**src/rtl/pipe_ctrl_pkg.sv**
```systemverilog
// Shared definitions for the pipeline sequencing / hazard controller.
// Holds the controller state encoding, instruction-type opcodes and the
// NIC address-space tag used by the decode and memory stages.
package pipe_ctrl_pkg;

  typedef enum logic [1:0] {
    RUN      = 2'b00,
    NIC_WAIT = 2'b01,
    FLUSH    = 2'b10
  } ctrl_state_t;

  // Instruction-type constants shared with the decoder
  localparam logic [5:0] OP_R     = 6'b101010;
  localparam logic [5:0] OP_LOAD  = 6'b100000;
  localparam logic [5:0] OP_STORE = 6'b100001;
  localparam logic [5:0] OP_BEQ   = 6'b100010;
  localparam logic [5:0] OP_BNE   = 6'b100011;
  localparam logic [5:0] OP_NOP   = 6'b111000;

  // Upper address bits that select the NIC address space
  localparam logic [1:0] NIC_ADDR_TAG = 2'b11;

endpackage

```
**src/rtl/hazard_detect.sv**
```systemverilog
// Load-use hazard comparator: flags an ID instruction that reads the
// destination of a load currently in EX. Purely combinational, zero latency.
// No flow control of its own; the caller decides how to stall.
module hazard_detect (
  input  logic       ex_load,
  input  logic [0:4] ex_wreg,
  input  logic [0:4] id_reg1,
  input  logic [0:4] id_reg2,
  input  logic       id_use1,
  input  logic       id_use2,
  output logic       hit
);

  // Only sources the decoder marks as really read can create a hazard
  always_comb begin
    hit = ex_load && ((id_use1 && (id_reg1 == ex_wreg)) ||
                      (id_use2 && (id_reg2 == ex_wreg)));
  end

endmodule

```
**src/rtl/pipe_hazard_ctrl.sv**
```systemverilog
// Stall/flush sequencer for the 5-stage core: load-use bubbles, branch squash, NIC freeze.
// Control outputs are combinational from registered state and current inputs (0 cycles).
// A pending NIC access freezes every stage until nic_ready or the timeout releases it.
module pipe_hazard_ctrl
  import pipe_ctrl_pkg::*;
#(
  parameter int NIC_TIMEOUT  = 255,
  parameter int FLUSH_CYCLES = 2
) (
  input  logic        clk,
  input  logic        rst,
  input  logic [0:4]  id_reg1,
  input  logic [0:4]  id_reg2,
  input  logic        id_use1,
  input  logic        id_use2,
  input  logic [0:4]  ex_Wreg,
  input  logic        ex_load,
  input  logic        ex_br_taken,
  input  logic        mem_nic_en,
  input  logic        nic_ready,
  output logic        pc_en,
  output logic        ifid_stall,
  output logic        ifid_flush,
  output logic        idex_stall,
  output logic        idex_flush,
  output logic        pipe_hold,
  output logic        nic_timeout,
  output logic [0:15] stall_cnt
);

  localparam logic [15:0] TMO_LAST  = 16'(NIC_TIMEOUT - 1);
  localparam logic [1:0]  FL_RELOAD = 2'(FLUSH_CYCLES - 1);

  ctrl_state_t state, state_n;
  logic [15:0] timer, timer_n;
  logic [1:0]  fcnt, fcnt_n;
  logic        timeout_set;
  logic        freeze, act_run, act_flush;
  logic        nic_block;
  logic        hit;

  hazard_detect u_hazard_detect (
    .ex_load (ex_load),
    .ex_wreg (ex_Wreg),
    .id_reg1 (id_reg1),
    .id_reg2 (id_reg2),
    .id_use1 (id_use1),
    .id_use2 (id_use2),
    .hit     (hit)
  );

  assign nic_block = mem_nic_en && !nic_ready;

  // Decide this cycle's behaviour, drive controls and compute next state.
  // A NIC release cycle behaves like RUN, or like FLUSH when a flush was interrupted.
  always_comb begin
    state_n     = state;
    timer_n     = timer;
    fcnt_n      = fcnt;
    timeout_set = 1'b0;
    freeze      = 1'b0;
    act_run     = 1'b0;
    act_flush   = 1'b0;
    pc_en       = 1'b1;
    ifid_stall  = 1'b0;
    ifid_flush  = 1'b0;
    idex_stall  = 1'b0;
    idex_flush  = 1'b0;
    pipe_hold   = 1'b0;

    case (state)
      RUN, FLUSH: begin
        if (nic_block) begin
          freeze  = 1'b1;
          state_n = NIC_WAIT;
          timer_n = '0;
        end else if (state == RUN) begin
          act_run = 1'b1;
        end else begin
          act_flush = 1'b1;
        end
      end
      NIC_WAIT: begin
        if (nic_ready || (timer == TMO_LAST)) begin
          timeout_set = !nic_ready;
          state_n     = RUN;
          timer_n     = '0;
          if (fcnt != 2'd0) act_flush = 1'b1;
          else              act_run   = 1'b1;
        end else begin
          freeze  = 1'b1;
          timer_n = timer + 16'd1;
        end
      end
      default: state_n = RUN;
    endcase

    if (freeze) begin
      pc_en      = 1'b0;
      ifid_stall = 1'b1;
      idex_stall = 1'b1;
      pipe_hold  = 1'b1;
    end else if (act_run) begin
      // A taken branch squashes the consumer, so a coincident hit is ignored
      if (ex_br_taken) begin
        ifid_flush = 1'b1;
        idex_flush = 1'b1;
        if (FLUSH_CYCLES > 1) begin
          state_n = FLUSH;
          fcnt_n  = FL_RELOAD;
        end
      end else if (hit) begin
        pc_en      = 1'b0;
        ifid_stall = 1'b1;
        idex_flush = 1'b1;
      end
    end else if (act_flush) begin
      ifid_flush = 1'b1;
      if (ex_br_taken) begin
        idex_flush = 1'b1;
        fcnt_n     = FL_RELOAD;
        state_n    = (FL_RELOAD != 2'd0) ? FLUSH : RUN;
      end else begin
        fcnt_n  = (fcnt == 2'd0) ? 2'd0 : fcnt - 2'd1;
        state_n = (fcnt <= 2'd1) ? RUN : FLUSH;
      end
    end
  end

  // Register controller state, sticky timeout flag and saturating stall counter
  always_ff @(posedge clk) begin
    if (rst) begin
      state       <= RUN;
      timer       <= '0;
      fcnt        <= '0;
      nic_timeout <= 1'b0;
      stall_cnt   <= '0;
    end else begin
      state       <= state_n;
      timer       <= timer_n;
      fcnt        <= fcnt_n;
      nic_timeout <= nic_timeout | timeout_set;
      if (!pc_en && (stall_cnt != 16'hFFFF)) begin
        stall_cnt <= stall_cnt + 16'd1;
      end
    end
  end

endmodule

```
**config.mk**
```make
export PLATFORM = sky130hd
export DESIGN_NAME = pipe_hazard_ctrl
export DESIGN_NICKNAME = d
export VERILOG_FILES = /design/src/rtl/pipe_ctrl_pkg.sv /design/src/rtl/hazard_detect.sv /design/src/rtl/pipe_hazard_ctrl.sv
export SDC_FILE = /design/constraint.sdc
export NUM_CORES = 1
export LEC_CHECK = 0
export CAP_MARGIN = 10
export CELL_PAD_IN_SITES_DETAIL_PLACEMENT = 0
export CELL_PAD_IN_SITES_GLOBAL_PLACEMENT = 1
export CORE_MARGIN = 3
export CORE_UTILIZATION = 38
export CTS_BUF_LIST = sky130_fd_sc_hd__clkbuf_8
export DETAILED_ROUTE_END_ITERATION = 10
export GPL_TIMING_DRIVEN = 0
export HOLD_SLACK_MARGIN = 0.02
export PLACE_DENSITY = 0.92
export SETUP_SLACK_MARGIN = 0.3
export SLEW_MARGIN = 20
export SYNTH_ARGS = -nofsm -noshare
export SYNTH_HDL_FRONTEND = slang
export SYNTH_SLANG_ARGS = --single-unit
export TNS_END_PERCENT = 5
```
**constraint.sdc**
```tcl
create_clock -name clk -period 3.18 [get_ports clk]
set_input_delay 0.477 -clock clk [delete_from_list [all_inputs] [get_ports clk]]
set_output_delay 0.477 -clock clk [all_outputs]
set_load 0.01 [all_outputs]
```
==> impl_metrics.json, run 1 <==
{
  "status": "finished, final reports clean",
  "tightest_slew_ns": 0.824,
  "synth-edff-count": 0,
  "antenna_found_initial": 0,
  "startpoint_type": "input port",
  "syn_area_um2": 2100,
  "cts_sinks": 37,
  "drt_iter0_drc": 87,
  "seqCellArea_um2": 746,
  "slew_headroom_pct": 44.7,
  "critical_path_required_ns": 2.70,
  "port_buffers": 43,
  "cts_tree": "done",
  "synth_cell_types": 48,
  "synthArstFlopShare_pct": 0,
  "dp_cells": 376,
  "wl_per_cell_um": 14.4,
  "drv_cap": 0,
  "ys_ff_latch": 37,
  "setup_violations": 0,
  "final_area_um2": 2780,
  "fin_crit_sh_pct": 91.1,
  "htreeDepth": 2,
  "start_util_pct": 40.2,
  "setup.worst_path.class": "in2out",
  "timing.clock.skew_ns": 0.00822,
  "cts_root_buffer": "clkbuf_8",
  "dr.pass1.iters": 4,
  "multiInputGateArea_um2": 1330,
  "finalHoldViolCount": 0,
  "num_antenna_cells": 0,
  "dpl_worst_slack_ns": -0.187,
  "fin_crit_ns": 2.90,
  "nFillCells": 540,
  "numCtsBuffers": 5,
  "synthesis.nets": 289,
  "grt_overflow": 0,
  "drt-total-wl_um": 5550,
  "crit_fanout": 3,
  "num_vias": 2096,
  "crit_path_end_kind": "output pin",
  "viasPerCell": 5.43,
  "setup_tns_ns": 0,
  "final_cells": 386,
  "avgSynthCellArea_um2": 8.00,
  "p_leak_uw": 0.000948,
  "core_um2": 5240,
  "die_area_um2": 6470,
  "max_freq_mhz": 345,
  "ant_nets": 0,
  "syn_inst": 263,
  "grt_first_pass_wirelength_um": 9150,
  "die_w_um": 80.4,
  "row_count": 26,
  "synth_warnings": 0,
  "hp-class": "reg2reg",
  "drv_slew": 0,
  "crit_arrival_ns": 2.42,
  "routabilityCongestion": 0.797,
  "grt_max_degree": 11,
  "area_growth_pct": 32.0,
  "ir_worst_vdd_mv": 0.206,
  "clk_latency_ns": 0.29,
  "dpl-instance-area_um2": 2620,
  "route.detailed.drc": 0,
  "nets": 343,
  "io-pin-count": 46,
  "synth-main-ff-cell": "dfxtp_1",
  "chipHeight_um": 80.4,
  "grt_usage_pct": 17.6,
  "rsz0062_at_grt": "true",
  "power_density_nw_per_um2": 331,
  "clockBufferDepth": 2,
  "grt_pass1_vias": 1949,
  "path_clk_slew_ns": 0.07,
  "setup_ws_ns": 0.284,
  "seq_area_frac_synth_pct": 35.2,
  "drive_above_1_share_pct": 11.4,
  "hpwl_um": 4090
}
state kept, by name, indices dropped and copies added, names as in the netlist:
register and count:
fcnt 2, nic_timeout 1, stall_cnt 16, state 2, timer 16
cells in the final DEF, fill, tap and decap left out, types with 2 or more instances in the layout:
master           Yosys  final
xnor2_1              7      7
dlygate4sd2_1        0      4
o21ai_0             12     12
and3_1               3      3
a21oi_1             24     23
nor3_2               1      2
clkdlybuf4s50_1      0     36
dfxtp_1             37     35
buf_4                1      5
nor4_1               2      2
nand4_1              8      8
nor3b_1              4      3
nand2_1             24     23
mux2_2               3      3
and4_1               4      3
xor2_1              11     11
nor2_1              33     33
nand3_1             13     13
or3_1                8      8
and4bb_2             2      2
o21a_1               3      3
clkbuf_1             9      8
and2_1               2      2
ha_1                 3      3
inv_1                4      4
nor3_1               5      4
or4_1                5      5
buf_6                2      2
nor2b_1              4      4
clkbuf_2             0      2
o31ai_1              4      4
a311oi_1             5      5
clkbuf_8             0      5
a31oi_1              2      2
where the power goes:
group          total [µW]  switching (µW)  internal, µW
Clock                 302             158           144
Sequential            475            6.70           468
Combinational         143            72.2          70.8
worst max-delay path, cell delays in order:
cell and delay, ns:
clkdlybuf4s50_1 0.42, xor2_1 0.15, or4_4 0.54, or2_4 0.27, a21oi_2 0.13, a31o_2 0.19
clkdlybuf4s15_1 0.25
synthesized netlist by cell type (4+ instances only):
| master | n | area [µm²] |
|---|---|---|
| or3_1 | 8 | 50.1 |
| o31ai_1 | 4 | 30.0 |
| xor2_1 | 11 | 96.3 |
| inv_1 | 4 | 15.0 |
| or4_1 | 5 | 37.5 |
| clkbuf_1 | 9 | 33.8 |
| nor2_1 | 33 | 124 |
| nand3_1 | 13 | 65.1 |
| nor2b_1 | 4 | 25.0 |
| o21ai_0 | 12 | 60.1 |
| nor3b_1 | 4 | 30.0 |
| a21oi_1 | 24 | 120 |
| and4_1 | 4 | 35.0 |
| nand2_1 | 24 | 90.1 |
| nand4_1 | 8 | 50.1 |
| xnor2_1 | 7 | 61.3 |
| dfxtp_1 | 37 | 741 |
| a311oi_1 | 5 | 43.8 |
| nor3_1 | 5 | 25.0 |
kinds of logic after synthesis:
group	count (synthesis)	synth area share (%)
AND/OR/NAND/NOR	125	31.9
AO/OA/AOI/OAI	59	17.6
flip-flops	37	35.2
XOR/XNOR	18	7.49
buffers and inverters	17	3.92
multiplexers	4	2.08
adder cells (fa/ha/maj)	3	1.78
final cells by class:
class | instances | area share (%)
Multi-Input combinational cell | 209 | 48.0
Sequential cell | 37 | 26.8
Timing Repair Buffer | 47 | 16.3
Tap cell | 70 | 3.15
Clock buffer | 5 | 2.48
Buffer | 13 | 2.48
Inverter | 4 | 0.541
Clock inverter | 1 | 0.180
stage by stage:
stage	hold slack (ns)	utilization [%]	power, µW
after global routing	0.523	53.0	963
after CTS	0.475	52.2	927
after floorplan	0.450	-	558
after global placement	0.464	50.1	623
after detailed placement	0.465	50.1	625
final	0.475	53.0	920
path summary, 6_finish.rpt:
check,from,to,slack (ns),depth (start not counted)
setup reg to reg,timer[0],stall_cnt[0],0.57,11
hold / removal,fcnt[0],fcnt[0],0.47,2
setup / recovery,id_reg1[0],ifid_stall,0.28,7
hold reg to reg,fcnt[0],fcnt[0],0.47,2
layer usage:
layer / GRT usage (%) / share of wire, %
met4: 5.41 / 0.49
met2: 27.4 / 46
met5: 0 / 0
met1: 23.6 / 47
met3: 4.60 / 6.7
repair_timing:
action | 4_1_cts | 5_1_grt
resized for setup | 17 | 7
setup endpoints to repair | 6 | 5
pin swaps | 2 | 4
gates cloned | 0 | 0
hold buffers | 0 | 0
buffers inserted | 0 | 4
No activity file was read; power rests on OpenSTA's default activity.
==> inputs of run 2 (changes only) <==
--- a/config.mk
+++ b/config.mk
@@ -15,6 +15,7 @@
 export GPL_TIMING_DRIVEN = 0
 export HOLD_SLACK_MARGIN = 0.02
 export PLACE_DENSITY = 0.92
+export RECOVER_POWER = 25
 export SETUP_SLACK_MARGIN = 0.3
 export SLEW_MARGIN = 20
 export SYNTH_ARGS = -nofsm -noshare
==> run 2 against run 1 <==
Net effect:
- count of clock-buffer cells in the layout unchanged
- largest power group unchanged
- critical path type unchanged
- final area unchanged
- power about the same
==> impl_metrics.json, run 2 (same netlist as run 1, synthesis figures left out) <==
{
  "status": "finished, final reports clean",
  "grt_pass1_vias": 1949,
  "slowest_delay_ns": 0.54,
  "numCtsBuffers": 5,
  "crit_chain": "clkdlybuf4s50_1, xor2_1, or4_4, or2_4, a21oi_2, a31o_2, clkdlybuf4s15_1",
  "dp_cells": 376,
  "drt-total-wl_um": 5550,
  "num_vias": 2095,
  "critical_path_required_ns": 2.70,
  "routabilityCongestion": 0.797,
  "cts_tree": "done",
  "crit_fanout": 3,
  "nFillCells": 540,
  "cts_sinks": 37,
  "setup_violations": 0,
  "wl_per_cell_um": 14.4,
  "chipHeight_um": 80.4,
  "slew_headroom_pct": 45.6,
  "clk_latency_ns": 0.29,
  "top_regs": "stall_cnt: 16 flops, timer: 16 flops",
  "route.detailed.drc": 0,
  "timing.clock.skew_ns": 0.00856,
  "viasPerCell": 5.43,
  "utilization_pct": 53.0,
  "cts_root_buffer": "clkbuf_8",
  "die_area_um2": 6470,
  "layout_common_cells": "dfxtp_1 (35), nor2_1 (33), nand2_1 (23), a21oi_1 (23), clkdlybuf4s50_1 (22)",
  "hpwl_um": 4090,
  "die_w_um": 80.4,
  "start_util_pct": 40.2,
  "power_density_nw_per_um2": 331,
  "setup_ws_ns": 0.284,
  "dpl_worst_slack_ns": -0.187,
  "grt_max_degree": 11,
  "grt_first_pass_wirelength_um": 9150,
  "holdBufCountCts": 0,
  "drt_iter0_drc": 87,
  "startpoint_type": "input port",
  "ant_nets": 0,
  "htreeDepth": 2,
  "antenna_found_initial": 0,
  "grt_usage_pct": 17.6,
  "dr.pass1.iters": 4,
  "fin_crit_sh_pct": 91.1,
  "finalHoldViolCount": 0,
  "nets": 343,
  "drv_slew": 0,
  "final_cells": 386,
  "path_clk_slew_ns": 0.07,
  "row_count": 26,
  "rsz0062_at_grt": "true",
  "crit_arrival_ns": 2.42,
  "setup_tns_ns": 0,
  "crit_path_end_kind": "output pin",
  "critPathSlowestCell": "or4_4",
  "ir_worst_vdd_mv": 0.205,
  "grt_overflow": 0,
  "setup.worst_path.class": "in2out",
  "io-pin-count": 46,
  "clockBufferDepth": 2,
  "port_buffers": 43,
  "fin_crit_ns": 2.90,
  "layout_commonest_cell": "dfxtp_1",
  "hp-class": "reg2reg",
  "drv_cap": 0,
  "p_leak_uw": 0.000997,
  "tightest_slew_ns": 0.810,
  "drive_above_1_share_pct": 11.4,
  "core_um2": 5240,
  "max_freq_mhz": 345,
  "num_antenna_cells": 0,
  "area_growth_pct": 32.0
}
run 2: repair_timing:
| item | 4_1_cts | 5_1_grt |
|---|---|---|
| pin swaps | 2 | 4 |
| resized for setup | 17 | 7 |
| buffers inserted | 0 | 4 |
| endpoints found under the hold margin | 0 | 0 |
| setup endpoints to repair | 6 | 5 |
run 2: final timing paths:
path,start,cells after the start,slack (ns),to
worst min-delay path,fcnt[0],2,0.48,fcnt[0]
worst min register to register,fcnt[0],2,0.48,fcnt[0]
worst max-delay path,id_reg1[0],7,0.28,ifid_stall
worst max register to register,timer[0],11,0.58,stall_cnt[0]
run 2: report_power, final:
group | switching (µW) | total (µW) | internal, µW | leakage [µW]
clock network | 160 | 304 | 144 | 0.0000399
registers | 6.60 | 475 | 468 | 0.000300
logic | 72.0 | 142 | 70.0 | 0.000657
run 2: routing by layer:
layer | track usage [%] | share of wire, %
met5 | 0 | 0
met4 | 5.41 | 1.0
met3 | 4.60 | 6.9
met2 | 27.4 | 45
met1 | 23.6 | 47
run 2: through the flow:
step / total power [µW] / instance area (µm²) / hold slack, ns
finish: 920 / 2780 / 0.475
global route: 962 / 2780 / 0.523
CTS: 927 / 2730 / 0.475
detailed placement: 625 / 2620 / 0.465
global placement: 623 / 2620 / 0.464
floorplan: 558 / 2100 / 0.450
run 2: area by class of cell:
cell class / instances / area (µm²) / share of cell area, %
Buffer: 13 / 68.8 / 2.48
Timing Repair Buffer: 47 / 453 / 16.3
Clock buffer: 5 / 68.8 / 2.48
Clock inverter: 1 / 5.00 / 0.180
Inverter: 4 / 15.0 / 0.541
Multi-Input combinational cell: 209 / 1330 / 48.0
Tap cell: 70 / 87.6 / 3.15
Sequential cell: 37 / 746 / 26.8
run 2: critical path: cells and delay by family:
family,cells,cell delay [ns]
buffers and inverters,2,0.67
xor gates and xnor gates,1,0.15
and+or+nand+nor,2,0.81
AOI/OAI and AO/OA,2,0.32
